===== config.mk =====
export PLATFORM = sky130hd
export DESIGN_NAME = nor_bus_ctrl_flat
export DESIGN_NICKNAME = d
export VERILOG_FILES = /design/src/rtl/nor_bus_ctrl_if.sv /design/src/rtl/nor_bus_ctrl.sv /design/src/flat_wrapper.sv
export SDC_FILE = /design/constraint.sdc
export NUM_CORES = 1
export LEC_CHECK = 0
export CAP_MARGIN = 15
export CORE_MARGIN = 2
export CORE_UTILIZATION = 38
export DETAILED_ROUTE_END_ITERATION = 16
export GPL_ROUTABILITY_DRIVEN = 0
export PLACE_DENSITY = 0.73
export SKIP_CTS_REPAIR_TIMING = 1
export SYNTH_ARGS = -nofsm -noshare
export SYNTH_HDL_FRONTEND = slang
export SYNTH_SLANG_ARGS = --single-unit

===== constraint.sdc =====
create_clock -name clk_i -period 3.4 [get_ports clk_i]
set_input_delay 0.51 -clock clk_i [delete_from_list [all_inputs] [get_ports clk_i]]
set_output_delay 0.51 -clock clk_i [all_outputs]
set_load 0.01 [all_outputs]

===== src/rtl/nor_bus_ctrl_if.sv =====
// Bus bundle for the NOR flash controller: Wishbone slave side plus the NOR
// pad side. The controller connects through the slave modport; the master
// modport is the view of whatever drives requests and models the pads.
interface nor_bus_ctrl_if;
   logic        wb_cyc_i;
   logic        wb_stb_i;
   logic        wb_we_i;
   logic [25:0] wb_adr_i;
   logic [15:0] wb_dat_i;
   logic [15:0] wb_dat_o;
   logic        wb_ack_o;
   logic [25:0] nor_addr_o;
   logic [15:0] nor_data_i;
   logic [15:0] nor_data_o;
   logic        nor_data_oe;
   logic        nor_ce_o;
   logic        nor_oe_o;
   logic        nor_we_o;
   logic        nor_ry_i;
   logic        nor_ry_o;
   logic        busy_o;

   modport slave (
      input  wb_cyc_i, wb_stb_i, wb_we_i, wb_adr_i, wb_dat_i, nor_data_i, nor_ry_i,
      output wb_dat_o, wb_ack_o, nor_addr_o, nor_data_o, nor_data_oe,
             nor_ce_o, nor_oe_o, nor_we_o, nor_ry_o, busy_o
   );

   modport master (
      output wb_cyc_i, wb_stb_i, wb_we_i, wb_adr_i, wb_dat_i, nor_data_i, nor_ry_i,
      input  wb_dat_o, wb_ack_o, nor_addr_o, nor_data_o, nor_data_oe,
             nor_ce_o, nor_oe_o, nor_we_o, nor_ry_o, busy_o
   );
endinterface


===== src/rtl/nor_bus_ctrl.sv =====
// Wishbone-to-asynchronous-NOR bridge. One request at a time walks through
// SETUP -> ACTIVE -> HOLD -> ACK, each phase timed by a shared 8-bit
// down-counter. Pad strobes are decoded straight from the state so that an
// asynchronous reset releases CE#/OE#/WE# in the same cycle.
module nor_bus_ctrl #(
   parameter logic [7:0] SETUP_CYC = 8'd2,
   parameter logic [7:0] RD_CYC    = 8'd6,
   parameter logic [7:0] WP_CYC    = 8'd6,
   parameter logic [7:0] HOLD_CYC  = 8'd2
) (
   input logic           clk_i,
   input logic           reset_i,
   nor_bus_ctrl_if.slave bus
);

   // A phase length of zero is treated as one cycle.
   function automatic logic [7:0] clamp_cyc(input logic [7:0] v);
      return (v == 8'd0) ? 8'd1 : v;
   endfunction

   localparam logic [7:0] SETUP_N = clamp_cyc(SETUP_CYC);
   localparam logic [7:0] RD_N    = clamp_cyc(RD_CYC);
   localparam logic [7:0] WP_N    = clamp_cyc(WP_CYC);
   localparam logic [7:0] HOLD_N  = clamp_cyc(HOLD_CYC);

   typedef enum logic [2:0] {IDLE, SETUP, ACTIVE, HOLD, ACK} state_t;

   state_t      state_q, state_d;
   logic [7:0]  cnt_q, cnt_d;
   logic [25:0] addr_q, addr_d;
   logic [15:0] wdat_q, wdat_d;
   logic [15:0] rdat_q, rdat_d;
   logic        we_q, we_d;
   logic        ry_meta_q, ry_sync_q;
   logic        last_cyc;
   logic        in_txn;

   // The counter holds the cycles remaining in the current phase, so 1 marks its last cycle.
   assign last_cyc = (cnt_q <= 8'd1);
   assign in_txn   = (state_q == SETUP) || (state_q == ACTIVE) || (state_q == HOLD);

   // State, phase counter and latched transaction registers.
   always_ff @(posedge clk_i or posedge reset_i) begin
      if (reset_i) begin
         state_q <= IDLE;
         cnt_q   <= 8'd0;
         addr_q  <= 26'd0;
         wdat_q  <= 16'd0;
         rdat_q  <= 16'd0;
         we_q    <= 1'b0;
      end else begin
         state_q <= state_d;
         cnt_q   <= cnt_d;
         addr_q  <= addr_d;
         wdat_q  <= wdat_d;
         rdat_q  <= rdat_d;
         we_q    <= we_d;
      end
   end

   // Phase sequencing: accept in IDLE, reload the counter at each phase change, capture read data at the end of ACTIVE.
   always_comb begin
      state_d = state_q;
      cnt_d   = cnt_q;
      addr_d  = addr_q;
      wdat_d  = wdat_q;
      rdat_d  = rdat_q;
      we_d    = we_q;
      unique case (state_q)
         IDLE: begin
            if (bus.wb_cyc_i && bus.wb_stb_i) begin
               addr_d  = bus.wb_adr_i;
               wdat_d  = bus.wb_dat_i;
               we_d    = bus.wb_we_i;
               cnt_d   = SETUP_N;
               state_d = SETUP;
            end
         end
         SETUP: begin
            if (last_cyc) begin
               cnt_d   = we_q ? WP_N : RD_N;
               state_d = ACTIVE;
            end else begin
               cnt_d = cnt_q - 8'd1;
            end
         end
         ACTIVE: begin
            if (last_cyc) begin
               if (!we_q) begin
                  rdat_d = bus.nor_data_i;
               end
               cnt_d   = HOLD_N;
               state_d = HOLD;
            end else begin
               cnt_d = cnt_q - 8'd1;
            end
         end
         HOLD: begin
            if (last_cyc) begin
               state_d = ACK;
            end else begin
               cnt_d = cnt_q - 8'd1;
            end
         end
         ACK: begin
            state_d = IDLE;
         end
         default: begin
            state_d = IDLE;
         end
      endcase
   end

   // Two-flop synchronizer for the asynchronous RY/BY# pin; idles at ready.
   always_ff @(posedge clk_i or posedge reset_i) begin
      if (reset_i) begin
         ry_meta_q <= 1'b1;
         ry_sync_q <= 1'b1;
      end else begin
         ry_meta_q <= bus.nor_ry_i;
         ry_sync_q <= ry_meta_q;
      end
   end

   // OE# and WE# are only ever low in ACTIVE and are selected by direction, so they are mutually exclusive.
   assign bus.nor_ce_o    = ~in_txn;
   assign bus.nor_oe_o    = ~((state_q == ACTIVE) && !we_q);
   assign bus.nor_we_o    = ~((state_q == ACTIVE) && we_q);
   assign bus.nor_data_oe = in_txn && we_q;
   assign bus.nor_data_o  = wdat_q;
   assign bus.nor_addr_o  = addr_q;
   assign bus.wb_dat_o    = rdat_q;
   // The ack is dropped when the master has abandoned the cycle.
   assign bus.wb_ack_o    = (state_q == ACK) && bus.wb_cyc_i;
   assign bus.busy_o      = (state_q != IDLE);
   assign bus.nor_ry_o    = ry_sync_q;

endmodule


===== src/flat_wrapper.sv =====
// flat-port wrapper written by rule: the top's interface ports become plain ports
module nor_bus_ctrl_flat 
#(
   parameter logic [7:0] SETUP_CYC = 8'd2,
   parameter logic [7:0] RD_CYC    = 8'd6,
   parameter logic [7:0] WP_CYC    = 8'd6,
   parameter logic [7:0] HOLD_CYC  = 8'd2
)
  (clk_i, reset_i, bus_wb_cyc_i, bus_wb_stb_i, bus_wb_we_i, bus_wb_adr_i, bus_wb_dat_i, bus_nor_data_i, bus_nor_ry_i, bus_wb_dat_o, bus_wb_ack_o, bus_nor_addr_o, bus_nor_data_o, bus_nor_data_oe, bus_nor_ce_o, bus_nor_oe_o, bus_nor_we_o, bus_nor_ry_o, bus_busy_o);
  nor_bus_ctrl_if bus_i ();
  input logic clk_i;
  input logic reset_i;
  input wire logic [$bits(bus_i.wb_cyc_i)-1:0] bus_wb_cyc_i;
  input wire logic [$bits(bus_i.wb_stb_i)-1:0] bus_wb_stb_i;
  input wire logic [$bits(bus_i.wb_we_i)-1:0] bus_wb_we_i;
  input wire logic [$bits(bus_i.wb_adr_i)-1:0] bus_wb_adr_i;
  input wire logic [$bits(bus_i.wb_dat_i)-1:0] bus_wb_dat_i;
  input wire logic [$bits(bus_i.nor_data_i)-1:0] bus_nor_data_i;
  input wire logic [$bits(bus_i.nor_ry_i)-1:0] bus_nor_ry_i;
  output wire logic [$bits(bus_i.wb_dat_o)-1:0] bus_wb_dat_o;
  output wire logic [$bits(bus_i.wb_ack_o)-1:0] bus_wb_ack_o;
  output wire logic [$bits(bus_i.nor_addr_o)-1:0] bus_nor_addr_o;
  output wire logic [$bits(bus_i.nor_data_o)-1:0] bus_nor_data_o;
  output wire logic [$bits(bus_i.nor_data_oe)-1:0] bus_nor_data_oe;
  output wire logic [$bits(bus_i.nor_ce_o)-1:0] bus_nor_ce_o;
  output wire logic [$bits(bus_i.nor_oe_o)-1:0] bus_nor_oe_o;
  output wire logic [$bits(bus_i.nor_we_o)-1:0] bus_nor_we_o;
  output wire logic [$bits(bus_i.nor_ry_o)-1:0] bus_nor_ry_o;
  output wire logic [$bits(bus_i.busy_o)-1:0] bus_busy_o;
  assign bus_i.wb_cyc_i = bus_wb_cyc_i;
  assign bus_i.wb_stb_i = bus_wb_stb_i;
  assign bus_i.wb_we_i = bus_wb_we_i;
  assign bus_i.wb_adr_i = bus_wb_adr_i;
  assign bus_i.wb_dat_i = bus_wb_dat_i;
  assign bus_i.nor_data_i = bus_nor_data_i;
  assign bus_i.nor_ry_i = bus_nor_ry_i;
  assign bus_wb_dat_o = bus_i.wb_dat_o;
  assign bus_wb_ack_o = bus_i.wb_ack_o;
  assign bus_nor_addr_o = bus_i.nor_addr_o;
  assign bus_nor_data_o = bus_i.nor_data_o;
  assign bus_nor_data_oe = bus_i.nor_data_oe;
  assign bus_nor_ce_o = bus_i.nor_ce_o;
  assign bus_nor_oe_o = bus_i.nor_oe_o;
  assign bus_nor_we_o = bus_i.nor_we_o;
  assign bus_nor_ry_o = bus_i.nor_ry_o;
  assign bus_busy_o = bus_i.busy_o;
  nor_bus_ctrl #(.SETUP_CYC(SETUP_CYC), .RD_CYC(RD_CYC), .WP_CYC(WP_CYC), .HOLD_CYC(HOLD_CYC)) u_core (.clk_i(clk_i), .reset_i(reset_i), .bus(bus_i));
endmodule

======== Word-level counts from Yosys, hierarchy flattened ========
Index checks and enable logic that the tools add are counted.
word-level totals
  input port bits ......................... 64
  output and inout bits ................... 65
  bits in registers ....................... 72
  logic and storage cells ................. 48
operators by class
  mux-type cells .......................... 10
  equal/unequal tests ..................... 9
  add/sub/neg operators ................... 1
  magnitude comparators ................... 1
  bitwise gates (word level) .............. 4
  reduce and logical (&&, ||, !) cells .... 15
operators by type and width
  operator             number
  $mux 8               4
  $pmux 8 s4           1
  $mux 3               4
  $pmux 3 s4           1
  $le 8x1->1 const B   1
  $ne 2x1->1 const B   4
  $sub 8x1->8 const B  1
  $eq 3x2->1 const B   2
  $reduce_and 3->1     2
  $logic_and 1x1->1    5
  $not 1->1            4
  $reduce_and 4->1     1
  $reduce_bool 4->1    1
  $eq 3x1->1 const B   1
  $eq 3x3->1 const B   1
  $logic_not 3->1      1
  $reduce_bool 3->1    1
  $logic_or 1x1->1     2
  $ne 2x2->1 const B   1
  $reduce_and 2->1     1
  $logic_not 1->1      1

======== Depth between registers and ports, before layout ========
  word-level depth ........................ 4
  depth in mapped cells ................... 8
  depth with buffers taken out ............ 6

======== Worst setup path before layout ========
Ideal clock, no wire load.
  path kind ............................... register -> register
  from .................................... reg u_core.cnt_q[2]
  to ...................................... reg u_core.rdat_q[0], in the netlist u_core.bus.wb_dat_o[0]
  slack ................................... 1.368 ns
  stages on the path, launching flop included .. 7
  library setup time ...................... 0.127 ns
  arrival ................................. 1.905 ns
  clock period less this slack ............ 2.032 ns
  buffers on the path ..................... 2
  required time ........................... 3.273 ns
  path through ............................ dfrtp_1 > or4_4 > nor3_2 > and2b_1 > buf_4 > buf_8 > mux2_1
on the way
  word-level cells in the longest chain between the ends .. 2
RTL lines
  item                               RTL line            text
  start: declaration                 nor_bus_ctrl.sv:29  logic [7:0] cnt_q, cnt_d;
  start signal: assignment           nor_bus_ctrl.sv:53  cnt_q <= cnt_d;
  $le 8x1->1                         nor_bus_ctrl.sv:39  assign last_cyc = (cnt_q <= 8'd1);
  $reduce_and 3->1 (no source line)  --
  end signal: assignment             nor_bus_ctrl.sv:56  rdat_q <= rdat_d;
  end: declaration                   nor_bus_ctrl.sv:32  logic [15:0] rdat_q, rdat_d;
Every way passes these cells.
A chain may end at the register's enable or synchronous reset.

======== Final worst setup path ========
  from .................................... reg u_core.state_q[0]
  to ...................................... out bus_nor_data_oe
on the way
  word-level cells in the longest chain between the ends .. 4
  elaborated cells on any way between the ends .. 6
  those cells by class .................... 3 x eq/ne; 3 x reduce/logical
RTL lines
  item                                             RTL line             text
  start: declaration                               nor_bus_ctrl.sv:28   state_t state_q, state_d;
  start signal: assignment                         nor_bus_ctrl.sv:52   state_q <= state_d;
  $eq 3x1->1 / $eq 3x2->1 (equally long branches)  nor_bus_ctrl.sv:40   assign in_txn = (state_q == SETUP) || (state_q == ACTIVE) || (state_q == HOLD);
  $logic_or 1x1->1                                 nor_bus_ctrl.sv:40
  $logic_or 1x1->1 *                               nor_bus_ctrl.sv:40
  $logic_and 1x1->1 *                              nor_bus_ctrl.sv:129  assign bus.nor_data_oe = in_txn && we_q;
  end: declaration                                 flat_wrapper.sv:24   output wire logic [$bits(bus_i.nor_data_oe)-1:0] bus_nor_data_oe;
Mark *: on every way between the ends. The rest lies on a longest branch, timed or not.

==> impl_metrics.toml <==
[outcome]
outcome = "finished, final reports clean"

[clock_network]
numClockSinks = 72
tritoncts = "yes"
ctsLongestPathBuffers = 2
cts_made_buffers = 9
htree_levels = 3
clock-root-buffer = "clkbuf_8"
clkSlewWorstSetupHoldPaths_ps = 70
clock_latency_ps = 340

[worst_setup_path]
endpoint = "bus_nor_data_oe"
timing.rr.end = "u_core.bus.wb_dat_o[1]"
max_stage_delay_ps = 560
crit_path_end_kind = "output port"
path_max_fanout = 10
reg2reg_slack_ps = 950
setup.worst_path.class = "register to output port"
rr_worst_depth = 4
start_kind = "register"
worst_path_most_repeated_cell = "nor2_1"
required_ps = 2890
cp_cell_sequence = "nor2_1 > nor2_1 > and2_1 > clkdlybuf4s50_1"
startpoint = "u_core.state_q[0]"
r2r-start = "u_core.cnt_q[2]"
cp_slowest_cell = "clkdlybuf4s50_1"
critical_path_arrival_ps = 1970

[global_route]
grt_pass1_wl_um = 10900
grt_usage = 0.163
antenna_found_initial = 0
grt_max_degree = 44
overflow = 0
grt_pass1_vias = 2253

[sta]
max_freq_ghz = 0.404
setup_viol = 0
hold_slack_ps = 358
worst_slew_pin_slew_ps = 741
clock_skew_ps = 7.06
drv_slew = 0
fin_crit_sh = 0.729
relSlewSlack = 0.504
finalHoldViolCount = 0
fin_crit_ps = 2480
rsz0062_at_grt = "false"
fin_tns_setup_ps = 0

[die]
die_h_um = 92.7
die_w_um = 92.7
start_util = 0.389
die_area_um2 = 8600
coreArea_um2 = 7690
rows = 32
io_pins = 129

[synth]
synth_area_leaders = "dfrtp_1 59%, mux2_2 18%, mux2_1 3.8%, dfstp_2 1.8%, or4_1 1.3%"
synth_flop_cell = "dfrtp_1"
synth_top_area_share = 0.586
netlist_instances = 211
synth_nets = 277
yosysWarnings = 0
synth-edff-count = 0
synth.avg_cell_area_um2 = 14.2
ys_async_sr_fraction = 1.00
synth_most_common_cell = "dfrtp_1"
yosys_register_bits = 72
synth.cell_area_um2 = 2990
yosys.area.top_type = "dfrtp_1"
synth_cell_types = 40
synthTopCellsByCount = "70 x dfrtp_1, 49 x mux2_2, 10 x mux2_1"
ys_seq_area_frac = 0.603

[drt]
vias = 2209
drtIter0Drc = 94
wl_per_cell_um = 15.3
via_per_inst = 4.92
route.detailed.drc = 0
postRouteAntennaNets = 0
finalWirelength_um = 6870
dr.pass1.iters = 5

[pwr]
max-vdd-ir-drop_v = 0.000405
sw_frac_of_total = 0.316
leakagePower_nw = 1.93
clkPwrFrac = 0.181
seqPwrFrac = 0.366
p_int_w = 0.00278
pwr_density_cell_nw_per_um2 = 883
switchingPower_w = 0.00128
combPwrFrac = 0.453

[job]
maxCapViolations = 0

[placement]
dp_hpwl_um = 4940
port_buffers = 128

[finish]
fin_nets = 409
synthToLayoutAreaGrowth_pct = 53.7
diodes = 0
fill_cells = 681
drive_gt1_frac = 0.213

[worst_hold_path]
hold_path_class = "register to register"
==> through the flow <==
step           instance area (um2)  worst slack [ps]  power, W  utilization  cells
3_5_place_dp                  4380               986   0.00335        0.569    434
6_report                      4600               922   0.00406        0.598    449
4_1_cts                       4600               917   0.00411        0.598    449
3_3_place_gp                  4380              1050   0.00330        0.569    434
2_1_floorplan                 2990              1070   0.00238            -    211
5_1_grt                       4600               791   0.00432        0.598    449
==> per-layer routing <==
metal	vias up	share of wire	track usage
met2	113	0.46	0.252
met4	0	0.021	0.0907
met5	-	0	0
met3	14	0.093	0.0513
met1	1058	0.42	0.204
li1	1024	-	-
==> layout by cell type (no fill, tap or decap), types with 2 or more instances in the layout <==
| cell type | n |
|---|---|
| clkdlybuf4s50_1 | 128 |
| dfrtp_1 | 70 |
| mux2_2 | 49 |
| mux2_1 | 10 |
| clkbuf_8 | 10 |
| nor2_1 | 8 |
| inv_1 | 7 |
| nand2_1 | 5 |
| a21oi_1 | 5 |
| or4_1 | 5 |
| or3_1 | 4 |
| o31ai_1 | 4 |
| nor4_1 | 3 |
| o21bai_1 | 2 |
| a21o_1 | 2 |
| a211oi_1 | 2 |
| ha_1 | 2 |
| bufinv_16 | 2 |
| dfstp_2 | 2 |
==> cells by family after synthesis <==
| group | synth area share |
|---|---|
| xor+xnor | 0.00293 |
| compound gates | 0.0569 |
| buf+inv | 0.0289 |
| fa+ha+maj | 0.00837 |
| mux | 0.222 |
| simple gates | 0.0774 |
| flops | 0.603 |
==> area by class of cell <==
type	instances	area, um2	area share
Multi-Input combinational cell	122	1110	0.241
Clock buffer	10	138	0.0299
Sequential cell	72	1800	0.392
Inverter	8	30.0	0.00653
Tap cell	102	128	0.0278
Timing Repair Buffer	130	1310	0.285
Clock inverter	5	81.3	0.0177
==> critical path, delay by kind of cell, from the launching register on <==
family,cells,cell delay (ps)
flops,1,530
simple gates,3,540
buf+inv,1,560
==> power groups by stage <==
stage / sequential [W] / combinational [W] / clock [W]
after global placement: 0.00148 / 0.00182 / 0
after floorplan: 0.00161 / 0.000766 / 0
after detailed placement: 0.00150 / 0.00185 / 0
final: 0.00149 / 0.00184 / 0.000733
after CTS: 0.00149 / 0.00186 / 0.000762
after global routing: 0.00154 / 0.00198 / 0.000796
==> worst min path at each step <==
stage,start,end,slack [ps],cells past startpoint
2_1_floorplan,u_core.ry_meta_q,u_core.bus.nor_ry_o,350,0
3_3_place_gp,u_core.ry_meta_q,u_core.bus.nor_ry_o,350,0
3_5_place_dp,u_core.ry_meta_q,u_core.bus.nor_ry_o,350,0
4_1_cts,u_core.ry_meta_q,u_core.bus.nor_ry_o,360,0
5_1_grt,u_core.ry_meta_q,u_core.bus.nor_ry_o,370,0
6_report,u_core.ry_meta_q,u_core.bus.nor_ry_o,360,0
==> state kept, by name, indices dropped and copies added (netlist names) <==
register / flops
u_core.bus.nor_addr_o: 26
u_core.bus.nor_data_o: 16
u_core.bus.nor_ry_o: 1
u_core.bus.wb_dat_o: 16
u_core.cnt_q: 8
u_core.ry_meta_q: 1
u_core.state_q: 3
u_core.we_q: 1
No activity file was read; power rests on OpenSTA's default activity.
